`config.mk`:
```
export PLATFORM = sky130hd
export DESIGN_NAME = sc_level_sequencer
export DESIGN_NICKNAME = d
export VERILOG_FILES = /design/src/rtl/sc_roadfighter_pkg.sv /design/src/rtl/sc_obstacle_lfsr.sv /design/src/rtl/sc_level_sequencer.sv
export SDC_FILE = /design/constraint.sdc
export NUM_CORES = 1
export LEC_CHECK = 0
export BUFFER_PORTS_ARGS = -buffer_cell sky130_fd_sc_hd__buf_2
export CORE_ASPECT_RATIO = 0.6
export CORE_MARGIN = 3
export CORE_UTILIZATION = 35
export CTS_CLUSTER_SIZE = 14
export DETAILED_ROUTE_END_ITERATION = 8
export SLEW_MARGIN = 20
export SYNTH_ARGS = -nofsm -noshare
export SYNTH_HDL_FRONTEND = slang
export SYNTH_SLANG_ARGS = --single-unit
export TNS_END_PERCENT = 10
```
`constraint.sdc`:
```
create_clock -name SC_LEVEL_SEQUENCER_CLOCK_50 -period 4.6 [get_ports SC_LEVEL_SEQUENCER_CLOCK_50]
set_clock_uncertainty 0.1 [all_clocks]
set_input_delay 0.92 -clock SC_LEVEL_SEQUENCER_CLOCK_50 [delete_from_list [all_inputs] [get_ports SC_LEVEL_SEQUENCER_CLOCK_50]]
set_output_delay 0.92 -clock SC_LEVEL_SEQUENCER_CLOCK_50 [all_outputs]
set_load 0.1 [all_outputs]
```
`src/rtl/sc_roadfighter_pkg.sv`:
```
// sc_roadfighter_pkg
//   Definitions shared by the RoadFighter game-flow blocks: the level
//   sequencer state encoding, the road bus width, the obstacle LFSR seed
//   and the lane-mask constants used by the player FSM and the road bank.
//   No ports; import with "import sc_roadfighter_pkg::*;".
package sc_roadfighter_pkg;

  localparam int         DATAWIDTH_BUS = 8;
  localparam logic [7:0] LFSR_SEED     = 8'hA5;

  typedef enum logic [2:0] {
    ST_LOAD       = 3'd0,
    ST_WAIT_START = 3'd1,
    ST_RUN        = 3'd2,
    ST_LEVEL_DONE = 3'd3,
    ST_LOST       = 3'd4
  } sc_seq_state_t;

  localparam logic [DATAWIDTH_BUS-1:0] LANE_NONE = '0;
  localparam logic [DATAWIDTH_BUS-1:0] LANE_ALL  = '1;

  // One-hot mask selecting a single lane of a road row.
  function automatic logic [DATAWIDTH_BUS-1:0] lane_mask(input logic [2:0] lane);
    lane_mask = DATAWIDTH_BUS'(1) << lane;
  endfunction

endpackage

```
`src/rtl/sc_obstacle_lfsr.sv`:
```
// sc_obstacle_lfsr
//   8-bit Fibonacci LFSR (x^8+x^6+x^5+x^4+1) that feeds the obstacle pattern.
//   Ports:
//     clk      in   system clock
//     rst_n    in   asynchronous active-low reset, loads SEED
//     step_en  in   advance the register by one step
//     q        out  current LFSR state
module sc_obstacle_lfsr
  import sc_roadfighter_pkg::*;
#(
  parameter logic [7:0] SEED = LFSR_SEED
)
(
  input  logic       clk,
  input  logic       rst_n,
  input  logic       step_en,
  output logic [7:0] q
);

  logic [7:0] q_reg;
  logic [7:0] q_next;
  logic       feedback;

  // Taps for exponents 8,6,5,4 sit at bits 7,5,4,3 of a left-shifting register.
  assign feedback = q_reg[7] ^ q_reg[5] ^ q_reg[4] ^ q_reg[3];

  genvar gi;
  generate
    for (gi = 1; gi < 8; gi++) begin : g_shift
      assign q_next[gi] = q_reg[gi-1];
    end
  endgenerate
  assign q_next[0] = feedback;

  always_ff @(posedge clk or negedge rst_n) begin
    if (!rst_n) begin
      q_reg <= SEED;
    end else if (step_en) begin
      q_reg <= q_next;
    end
  end

  assign q = q_reg;

endmodule

```
`src/rtl/sc_level_sequencer.sv`:
```
// sc_level_sequencer
//   Game-flow scheduler for RoadFighter. Issues load / scroll / new-row
//   commands to the road shift-register bank, counts rows to detect the end of
//   a level, shortens the scroll period per level and freezes on collision.
//   Ports:
//     SC_LEVEL_SEQUENCER_CLOCK_50             in   system clock
//     SC_LEVEL_SEQUENCER_RESET_InLow          in   asynchronous active-low reset
//     SC_LEVEL_SEQUENCER_Start_InLow          in   start/restart button (debounced)
//     SC_LEVEL_SEQUENCER_Lost_InLow           in   collision from player FSM, 0 = lost
//     SC_LEVEL_SEQUENCER_Pause_InLow          in   pause, only with SC_LEVEL_SEQUENCER_PAUSE_EN
//     SC_LEVEL_SEQUENCER_Scroll_Out           out  1-cycle pulse: shift road one row down
//     SC_LEVEL_SEQUENCER_LoadRoad_OutLow      out  0 = parallel-load RoadData into bank
//     SC_LEVEL_SEQUENCER_RoadData_Out         out  new top row
//     SC_LEVEL_SEQUENCER_FinishedLevel_OutLow out  1-cycle low pulse at level end
//     SC_LEVEL_SEQUENCER_Level_Out            out  current level
//   Build option: define SC_LEVEL_SEQUENCER_PAUSE_EN to add the pause input.
module sc_level_sequencer
  import sc_roadfighter_pkg::*;
#(
  parameter int         DATAWIDTH_BUS  = sc_roadfighter_pkg::DATAWIDTH_BUS,
  parameter int         PRESC_WIDTH    = 24,
  parameter int         TICK_BASE      = 5_000_000,
  parameter int         TICK_STEP      = 500_000,
  parameter int         TICK_MIN       = 1_000_000,
  parameter int         ROWS_PER_LEVEL = 64,
  parameter int         LEVEL_WIDTH    = 3,
  parameter logic [7:0] LFSR_SEED      = sc_roadfighter_pkg::LFSR_SEED
)
(
  input  logic                     SC_LEVEL_SEQUENCER_CLOCK_50,
  input  logic                     SC_LEVEL_SEQUENCER_RESET_InLow,
  input  logic                     SC_LEVEL_SEQUENCER_Start_InLow,
  input  logic                     SC_LEVEL_SEQUENCER_Lost_InLow,
`ifdef SC_LEVEL_SEQUENCER_PAUSE_EN
  input  logic                     SC_LEVEL_SEQUENCER_Pause_InLow,
`endif
  output logic                     SC_LEVEL_SEQUENCER_Scroll_Out,
  output logic                     SC_LEVEL_SEQUENCER_LoadRoad_OutLow,
  output logic [DATAWIDTH_BUS-1:0] SC_LEVEL_SEQUENCER_RoadData_Out,
  output logic                     SC_LEVEL_SEQUENCER_FinishedLevel_OutLow,
  output logic [LEVEL_WIDTH-1:0]   SC_LEVEL_SEQUENCER_Level_Out
);

  // Row counter reaches ROWS_PER_LEVEL (one past the last row) on the final
  // scroll; the level ends on the following cycle, after that scroll pulse.
  localparam int ROW_WIDTH = $clog2(ROWS_PER_LEVEL + 1);
  localparam logic [ROW_WIDTH-1:0]   ROW_END   = ROW_WIDTH'(ROWS_PER_LEVEL);
  localparam logic [LEVEL_WIDTH-1:0] LEVEL_MAX = '1;
  localparam logic [PRESC_WIDTH-1:0] BASE_P    = PRESC_WIDTH'(TICK_BASE);
  localparam logic [PRESC_WIDTH-1:0] STEP_P    = PRESC_WIDTH'(TICK_STEP);
  localparam logic [PRESC_WIDTH-1:0] MIN_P     = PRESC_WIDTH'(TICK_MIN);
  // Subtract only when the result stays at or above the floor; one extra bit
  // keeps the sum from wrapping.
  localparam logic [PRESC_WIDTH:0]   SUB_OK_P  = (PRESC_WIDTH+1)'(TICK_MIN) + (PRESC_WIDTH+1)'(TICK_STEP);

  sc_seq_state_t            state_reg, state_next;
  logic [PRESC_WIDTH-1:0]   presc_reg, presc_next;
  logic [PRESC_WIDTH-1:0]   period_reg, period_next;
  logic [ROW_WIDTH-1:0]     row_reg, row_next;
  logic [LEVEL_WIDTH-1:0]   level_reg, level_next;
  logic                     scroll_reg, scroll_next;
  logic                     load_road_reg, load_road_next;
  logic [DATAWIDTH_BUS-1:0] road_data_reg, road_data_next;
  logic                     finished_reg, finished_next;

  logic       lfsr_step;
  logic [7:0] lfsr_q;
  logic       run_en;
  logic       terminal_count;

`ifdef SC_LEVEL_SEQUENCER_PAUSE_EN
  assign run_en = SC_LEVEL_SEQUENCER_Pause_InLow;
`else
  assign run_en = 1'b1;
`endif

  assign terminal_count = (presc_reg == period_reg - PRESC_WIDTH'(1));

  sc_obstacle_lfsr #(
    .SEED (LFSR_SEED)
  ) u_obstacle_lfsr (
    .clk     (SC_LEVEL_SEQUENCER_CLOCK_50),
    .rst_n   (SC_LEVEL_SEQUENCER_RESET_InLow),
    .step_en (lfsr_step),
    .q       (lfsr_q)
  );

  always_comb begin
    state_next     = state_reg;
    presc_next     = presc_reg;
    period_next    = period_reg;
    row_next       = row_reg;
    level_next     = level_reg;
    scroll_next    = 1'b0;
    road_data_next = road_data_reg;
    finished_next  = 1'b1;
    lfsr_step      = 1'b0;

    case (state_reg)
      ST_LOAD: begin
        presc_next = '0;
        row_next   = '0;
        state_next = ST_WAIT_START;
      end
      ST_WAIT_START: begin
        presc_next = '0;
        if (!SC_LEVEL_SEQUENCER_Start_InLow) state_next = ST_RUN;
      end
      ST_RUN: begin
        // Collision wins over a coincident terminal count.
        if (!SC_LEVEL_SEQUENCER_Lost_InLow) begin
          state_next = ST_LOST;
        end else if (row_reg == ROW_END) begin
          state_next = ST_LEVEL_DONE;
        end else if (run_en) begin
          if (terminal_count) begin
            presc_next     = '0;
            lfsr_step      = 1'b1;
            scroll_next    = 1'b1;
            // Row is built from the LFSR value before it advances.
            road_data_next = lfsr_q[7] ? DATAWIDTH_BUS'(lane_mask(lfsr_q[2:0])) : '0;
            row_next       = row_reg + ROW_WIDTH'(1);
          end else begin
            presc_next = presc_reg + PRESC_WIDTH'(1);
          end
        end
      end
      ST_LEVEL_DONE: begin
        finished_next = 1'b0;
        if (level_reg != LEVEL_MAX) level_next = level_reg + LEVEL_WIDTH'(1);
        if ({1'b0, period_reg} >= SUB_OK_P) period_next = period_reg - STEP_P;
        else                                period_next = MIN_P;
        row_next   = '0;
        state_next = ST_LOAD;
      end
      ST_LOST: begin
        if (!SC_LEVEL_SEQUENCER_Start_InLow) begin
          level_next  = '0;
          period_next = BASE_P;
          state_next  = ST_LOAD;
        end
      end
      default: state_next = ST_LOAD;
    endcase

    // Load strobe and cleared row line up with the cycle spent in LOAD.
    load_road_next = (state_next != ST_LOAD);
    if (state_next == ST_LOAD) road_data_next = LANE_NONE[DATAWIDTH_BUS-1:0];
  end

  always_ff @(posedge SC_LEVEL_SEQUENCER_CLOCK_50 or negedge SC_LEVEL_SEQUENCER_RESET_InLow) begin
    if (!SC_LEVEL_SEQUENCER_RESET_InLow) begin
      state_reg     <= ST_LOAD;
      presc_reg     <= '0;
      period_reg    <= BASE_P;
      row_reg       <= '0;
      level_reg     <= '0;
      scroll_reg    <= 1'b0;
      load_road_reg <= 1'b0;
      road_data_reg <= '0;
      finished_reg  <= 1'b1;
    end else begin
      state_reg     <= state_next;
      presc_reg     <= presc_next;
      period_reg    <= period_next;
      row_reg       <= row_next;
      level_reg     <= level_next;
      scroll_reg    <= scroll_next;
      load_road_reg <= load_road_next;
      road_data_reg <= road_data_next;
      finished_reg  <= finished_next;
    end
  end

  assign SC_LEVEL_SEQUENCER_Scroll_Out            = scroll_reg;
  assign SC_LEVEL_SEQUENCER_LoadRoad_OutLow       = load_road_reg;
  assign SC_LEVEL_SEQUENCER_RoadData_Out          = road_data_reg;
  assign SC_LEVEL_SEQUENCER_FinishedLevel_OutLow  = finished_reg;
  assign SC_LEVEL_SEQUENCER_Level_Out             = level_reg;

endmodule

```
==> impl_metrics.yaml, run 1 <==
worst_hold_path:
  min_from: "u_obstacle_lfsr.q[6]"
  hold_path.class: "reg -> reg"
global_routing:
  grt_max_degree: 76
  overflow: 0
  grtUsageTotal: 0.167
  grt_pass1_vias: 3689
  antenna_found_initial: 0
  grt_pass1_wl_um: 19800
clocking:
  clkTransAtPathRegs_ns: 0.06
  clk_latency_ns: 0.34
  clock-sinks: 75
  post_cts_resize_count: 0
  cts_buffers: 9
  cts-root-buf: "clkbuf_16"
  post_cts_buffers: 0
  cts_tree: "done"
  htree_levels: 3
  ctsHoldBuffers: 0
  clock_path_buffers: 2
timing:
  max_freq_mhz: 268
  final_hold_viol_count: 0
  slew_headroom: 0.243
  hold_ws_ns: 0.408
  period_share: 0.811
  rsz0062_at_grt: "no"
  fin_crit_ns: 3.73
  worst_pin_slew_ns: 1.13
  fin_tns_setup_ns: 0
  slew_viol_final: 0
  setup_viol: 0
power_and_ir_drop:
  p_sw_w: 0.00127
  vdd_ir_drop_max_v: 0.000250
  combPwrFrac: 0.394
  p_int_w: 0.00150
  seqPwrFrac: 0.360
  leakage_nw: 2.07
  cellPowerDensity_nw_per_um2: 539
  p_clk_frac: 0.246
  switching_share: 0.459
worst_setup_path:
  reg2reg_slack_ns: 0.87
  r2r-start: "period_reg[5]"
  cp-end-kind: "flop"
  critPathArrivalTime_ns: 3.83
  worstSetupStartpoint: "period_reg[5]"
  required_ns: 4.70
  cp_slowest_cell: "or4b_4"
  path_buf_inv: 1
  startpoint_type: "flop"
  critPathTopFamily: "simple AND/OR/NAND/NOR gates"
  critPathMaxStageDelay_ns: 0.69
  path_cells: "inv_1 > ha_1 > or3b_2 > a2111oi_0 > o21a_1 > o2111ai_1 > or4b_4 > nand2_1 > o21ai_0"
  worstPathMaxFanout: 29
  critPathKind: "reg -> reg"
synth:
  synth_seq_area_share: 0.406
  avgSynthCellArea_um2: 8.94
  synth_common_cells: "dfrtp_1 (62), nand2_1 (45), a21oi_1 (40)"
  synth_most_common_cell: "dfrtp_1"
  synth_edf_count: 0
  synth_seq_cells: 75
  synthDistinctLibCells: 65
  synth_ff_type: "dfrtp_1"
  yosys_warnings: 0
  yosysTopAreaCell: "dfrtp_1"
  syn_area_um2: 4660
  synth-async-reset-ratio: 1.00
  synth_fp_nets: 533
  synth.area.top_cells: "dfrtp_1 (33%), dfstp_2 (7.3%), a21oi_1 (4.3%), xor2_1 (4.1%), nand2_1 (3.6%)"
  yosys.area.top_type_share: 0.333
  syn_inst: 522
cells_and_area:
  finish.utilization: 0.411
  area_growth_pct: 10.4
  largest_reg_flops: 24
  seq_area_um2: 1890
  fillerInstances: 1234
  multi_input_area_um2: 2570
  antennaDiodeCount: 0
  drive_gt1_frac: 0.137
  final_nets: 533
die:
  die_w_um: 155
  core.rowCount: 31
  die_area_um2: 14800
  num_io_pins: 18
  start_util: 0.372
  core-area_um2: 12500
  die-height_um: 95.4
route:
  post-route-drc-count: 0
  wl_per_cell_um: 16.7
  drtAntennaViolNets: 0
  drtIter0Drc: 329
  wl_um: 11600
  avgViaCountPerCell: 5.74
  drt-pass1-iter-count: 5
  dr_total_vias: 3975
placement:
  dp_hpwl_um: 8150
  port_buffers: 17
  gp_congestion: 0.891
run_status:
  outcome: "finished clean"
run:
  max-cap-violations: 0
==> logic make-up after synthesis <==
group / after synthesis / synth area share
and+or+nand+nor: 203 / 0.232
AOI/OAI and AO/OA: 135 / 0.195
DFF: 75 / 0.406
buffers and inverters: 51 / 0.0451
xor gates and xnor gates: 42 / 0.0821
muxes: 9 / 0.0212
adders and majority gates: 7 / 0.0188
==> stage by stage <==
step                std cells  total power, W  setup WS (ns)  cell area [um2]
floorplan                 522         0.00180           1.29             4660
global placement          676         0.00206           1.05             4870
detailed placement        676         0.00208          0.902             4870
CTS                       692         0.00278          0.874             5150
global route              692         0.00295          0.607             5150
finish                    692         0.00277          0.868             5150
==> cell usage in the layout (no fill, tap or decap), types with 9 or more instances in the layout <==
master / Yosys / final
nor3_1: 15 / 15
inv_1: 18 / 18
xor2_1: 22 / 22
o31ai_1: 16 / 16
nor4_1: 10 / 10
nand2b_1: 11 / 11
nand2_1: 45 / 45
dfrtp_1: 62 / 62
clkbuf_16: 0 / 9
nand3_1: 28 / 28
o21ai_0: 25 / 25
a21oi_1: 40 / 40
buf_2: 3 / 16
dfstp_2: 13 / 13
nand4_1: 17 / 17
xnor2_1: 19 / 19
nor2_1: 28 / 28
==> final cells by class <==
cell class              count  share of cell area
repair buffers             22              0.0243
clock inverters             7              0.0114
clock buffers               9              0.0437
well taps                 165              0.0401
inverters                  18              0.0131
flip-flops and latches     75               0.368
multi-input cells         396               0.500
==> worst register-to-register path, stage by stage (launching register included) <==
cell and delay (ns):
dfrtp_1 0.49, inv_1 0.10, ha_1 0.26, or3b_2 0.53, a2111oi_0 0.39, o21a_1 0.22
o2111ai_1 0.13, or4b_4 0.69, nand2_1 0.50, o21ai_0 0.18
==> power by group through the flow <==
stage | registers [W] | clock network, W | logic (W)
after floorplan | 0.000994 | 0 | 0.000807
after global placement | 0.00100 | 0 | 0.00106
after detailed placement | 0.00100 | 0 | 0.00108
after CTS | 0.000993 | 0.000705 | 0.00108
after global routing | 0.00102 | 0.000732 | 0.00120
final | 0.000999 | 0.000683 | 0.00109
==> layer usage <==
layer	part of all wire	track usage	vias up	wire length [um]
li1	-	-	1918	-
met1	0.54	0.260	1954	6240
met2	0.40	0.228	95	4580
met3	0.057	0.0385	8	660
met4	0.0081	0.0404	0	94
met5	0	0	-	0
==> worst paths after layout <==
path,to,depth (start not counted)
hold / removal,u_obstacle_lfsr.q[6],1
max in group asynchronous,presc_reg[14],1
setup / recovery,presc_reg[1],9
setup reg to reg,presc_reg[1],9
hold reg to reg,u_obstacle_lfsr.q[6],1
min in group asynchronous,SC_LEVEL_SEQUENCER_RoadData_Out[5],1
No activity file was read; power rests on OpenSTA's default activity.
==> run 2, diff against run 1 <==
--- a/config.mk
+++ b/config.mk
@@ -5,6 +5,7 @@
 export SDC_FILE = /design/constraint.sdc
 export NUM_CORES = 1
 export LEC_CHECK = 0
+export ABC_AREA = 1
 export BUFFER_PORTS_ARGS = -buffer_cell sky130_fd_sc_hd__buf_2
 export CORE_ASPECT_RATIO = 0.6
 export CORE_MARGIN = 3
==> constraint.sdc (replaced) <==
create_clock -name SC_LEVEL_SEQUENCER_CLOCK_50 -period 3.3 [get_ports SC_LEVEL_SEQUENCER_CLOCK_50]
set_clock_uncertainty 0.1 [all_clocks]
set_input_delay 0.66 -clock SC_LEVEL_SEQUENCER_CLOCK_50 [delete_from_list [all_inputs] [get_ports SC_LEVEL_SEQUENCER_CLOCK_50]]
set_output_delay 0.66 -clock SC_LEVEL_SEQUENCER_CLOCK_50 [all_outputs]
set_load 0.1 [all_outputs]
==> run 2 against run 1 <==
  * Sequential power increased by 38%
  * Count of clock-buffer cells in the layout grew 2
  * Register-to-register slack worse by 0.36 ns
  * Fmax rose by 34%
  * Synthesized cell count rose by 36%
  * Synthesized area increased by 6.4%
  * Cell count rose by 33%
  * Cell area up 8.2%
  * Die area rose by 6.1%
  * Sequential cell count stayed put
  * Clock power rose by 52%
  * Critical endpoint is now presc_reg[5]
==> impl_metrics.yaml, run 2 <==
timing:
  period_share: 0.846
  setup_viol: 0
  worst_pin_slew_ns: 1.06
  max_freq_mhz: 358
  hold_ws_ns: 0.0999
  fin_ws_ns: 0.509
  final_hold_viol_count: 0
  rsz0062_at_grt: "no"
  slew_viol_final: 0
  slew_headroom: 0.288
  fin_tns_setup_ns: 0
  fin_crit_ns: 2.79
die:
  die_w_um: 160
  die_area_um2: 15700
  core.rowCount: 33
  die-height_um: 98.2
  start_util: 0.361
  core-area_um2: 13700
  num_io_pins: 18
global_routing:
  grt_pass1_wl_um: 21300
  grt_pass1_vias: 4168
  antenna_found_initial: 0
  overflow: 0
  grtUsageTotal: 0.168
  grt_max_degree: 76
clocking:
  post_cts_resize_count: 0
  cts_buffers: 9
  htree_levels: 3
  ctsHoldBuffers: 0
  post_cts_buffers: 0
  clkTransAtPathRegs_ns: 0.06
  clock-sinks: 75
  clk_latency_ns: 0.34
  cts_tree: "done"
  clock_path_buffers: 2
  cts-root-buf: "clkbuf_16"
worst_setup_path:
  crit_cells: 15
  r2r_end: "presc_reg[5]"
  cp_slowest_cell: "dfstp_2"
  path_cells: "inv_1 > ha_1 > nand2_1 > inv_1 > nor2_1 > nand3_1 > nor2_1 > nand3_1 > nor2_1 > nand2_1 > nor2_2 > nand3_1 > nand2_2 > buf_4 > a21oi_1"
  critPathArrivalTime_ns: 2.89
  crit_end: "presc_reg[5]"
  worstSetupStartpoint: "period_reg[6]"
  required_ns: 3.40
  critPathTopFamily: "simple AND/OR/NAND/NOR gates"
  r2r-start: "period_reg[6]"
  critPathMaxStageDelay_ns: 0.56
  worstPathMaxFanout: 20
  startpoint_type: "flop"
  reg2reg_slack_ns: 0.51
  path_buf_inv: 3
  cp-end-kind: "flop"
  critPathKind: "reg -> reg"
  reg2reg_depth: 15
synth:
  avgSynthCellArea_um2: 7.01
  synth.area.mux_share: 0
  synth_adder_area_share: 0.0176
  synth-async-reset-ratio: 1.00
  synth_edf_count: 0
  yosys.area_share.simple: 0.364
  synth_ff_type: "dfrtp_1"
  yosysTopAreaCell: "dfrtp_1"
  synthDistinctLibCells: 37
  synth_top_family_by_area: "simple AND/OR/NAND/NOR gates"
  synth_common_cells: "nand2_1 (199), inv_1 (85), nand3_1 (65), nor2_1 (65), dfrtp_1 (62)"
  syn_area_um2: 4960
  syn_inst: 708
  synth.area.top_cells: "dfrtp_1 (31%), nand2_1 (15%), dfstp_2 (6.9%), nand3_1 (6.6%), inv_1 (6.4%)"
  synth_xor_area_frac: 0.0723
  synth_fp_nets: 719
  yosys.area.top_type_share: 0.313
  synth_most_common_cell: "nand2_1"
  yosys_warnings: 0
  synth_seq_cells: 75
  synth_seq_area_share: 0.381
  synth_compound_area_frac: 0.0779
route:
  dr_total_vias: 4444
  drtAntennaViolNets: 0
  drt-pass1-iter-count: 5
  wl_per_cell_um: 13.5
  post-route-drc-count: 0
  wl_um: 12400
  avgViaCountPerCell: 4.84
  drtIter0Drc: 406
cells_and_area:
  antennaDiodeCount: 0
  largest_reg_flops: 24
  final_common_cell: "nand2_1"
  final_cell_mix: "nand2_1 (199), inv_1 (85), nor2_1 (65), nand3_1 (65), dfrtp_1 (62)"
  final_nets: 733
  drive_gt1_frac: 0.105
  fillerInstances: 1445
  multi_input_area_um2: 2640
  seq_area_um2: 1890
  area_growth_pct: 12.3
placement:
  port_buffers: 17
  gp_congestion: 0.886
  dp_slack_ns: 0.526
  dp_hpwl_um: 9100
power_and_ir_drop:
  vdd_ir_drop_max_v: 0.000444
  cellPowerDensity_nw_per_um2: 778
  leakage_nw: 2.66
run_status:
  outcome: "finished clean"
worst_hold_path:
  hold_path.class: "in -> async"
run:
  max-cap-violations: 0
-- run 2: changes by cell type after synthesis, moves of 9 or more --
cell,change
nor2_1,+37
clkbuf_1,-20
nand2b_1,-11
nand3_1,+37
nor2_2,+9
o31ai_1,-16
inv_1,+67
nand2_1,+154
-- run 2: worst min path at each step --
stage,startpoint,end,cells after the start
6_report,SC_LEVEL_SEQUENCER_RESET_InLow,period_reg[16],1
5_1_grt,SC_LEVEL_SEQUENCER_RESET_InLow,period_reg[17],1
4_1_cts,u_obstacle_lfsr.q[6],u_obstacle_lfsr.q[7],2
3_5_place_dp,u_obstacle_lfsr.q[6],u_obstacle_lfsr.q[7],2
3_3_place_gp,u_obstacle_lfsr.q[6],u_obstacle_lfsr.q[7],2
2_1_floorplan,SC_LEVEL_SEQUENCER_RESET_InLow,SC_LEVEL_SEQUENCER_Level_Out[0],0
-- run 2: where the power goes --
part | switching (W) | internal, W
logic | 0.00138 | 0.000534
registers | 0.000248 | 0.00113
clock network | 0.000383 | 0.000661
-- run 2: kinds of logic after synthesis --
logic type / Yosys count
buf+inv: 108
xor+xnor: 41
flops: 75
simple gates: 403
fa+ha+maj: 7
compound gates: 74
-- run 2: cell type report --
type / instances / share of cell area
tap: 192 / 0.0431
timing repair buffer: 24 / 0.0287
clock buffer: 11 / 0.0418
sequential: 75 / 0.340
multi-input combinational: 525 / 0.474
clock inverter: 5 / 0.0141
inverter: 87 / 0.0586
-- run 2: routing by layer --
layer  GRT usage  vias to the layer above  wire [um]
li1            -                     2301          -
met1       0.275                     2013       7070
met2       0.215                      120       4400
met3      0.0466                       10        837
met4      0.0262                        0         86
met5           0                        -          0
-- run 2: worst reg2reg max path, stage by stage (launching register included) --
cell and delay (ns):
dfstp_2 0.56, inv_1 0.05, ha_1 0.30, nand2_1 0.08, inv_1 0.04, nor2_1 0.08
nand3_1 0.07, nor2_1 0.18, nand3_1 0.12, nor2_1 0.10, nand2_1 0.07, nor2_2 0.11
nand3_1 0.09, nand2_2 0.34, buf_4 0.28, a21oi_1 0.09
-- run 2: stage by stage --
| step | instance area, um2 | util | total power, W | std cells |
|---|---|---|---|---|
| floorplan | 4960 | - | 0.00282 | 708 |
| global placement | 5230 | 0.381 | 0.00328 | 902 |
| detailed placement | 5230 | 0.381 | 0.00328 | 902 |
| CTS | 5550 | 0.403 | 0.00434 | 918 |
| global route | 5570 | 0.405 | 0.00470 | 919 |
| finish | 5570 | 0.405 | 0.00434 | 919 |
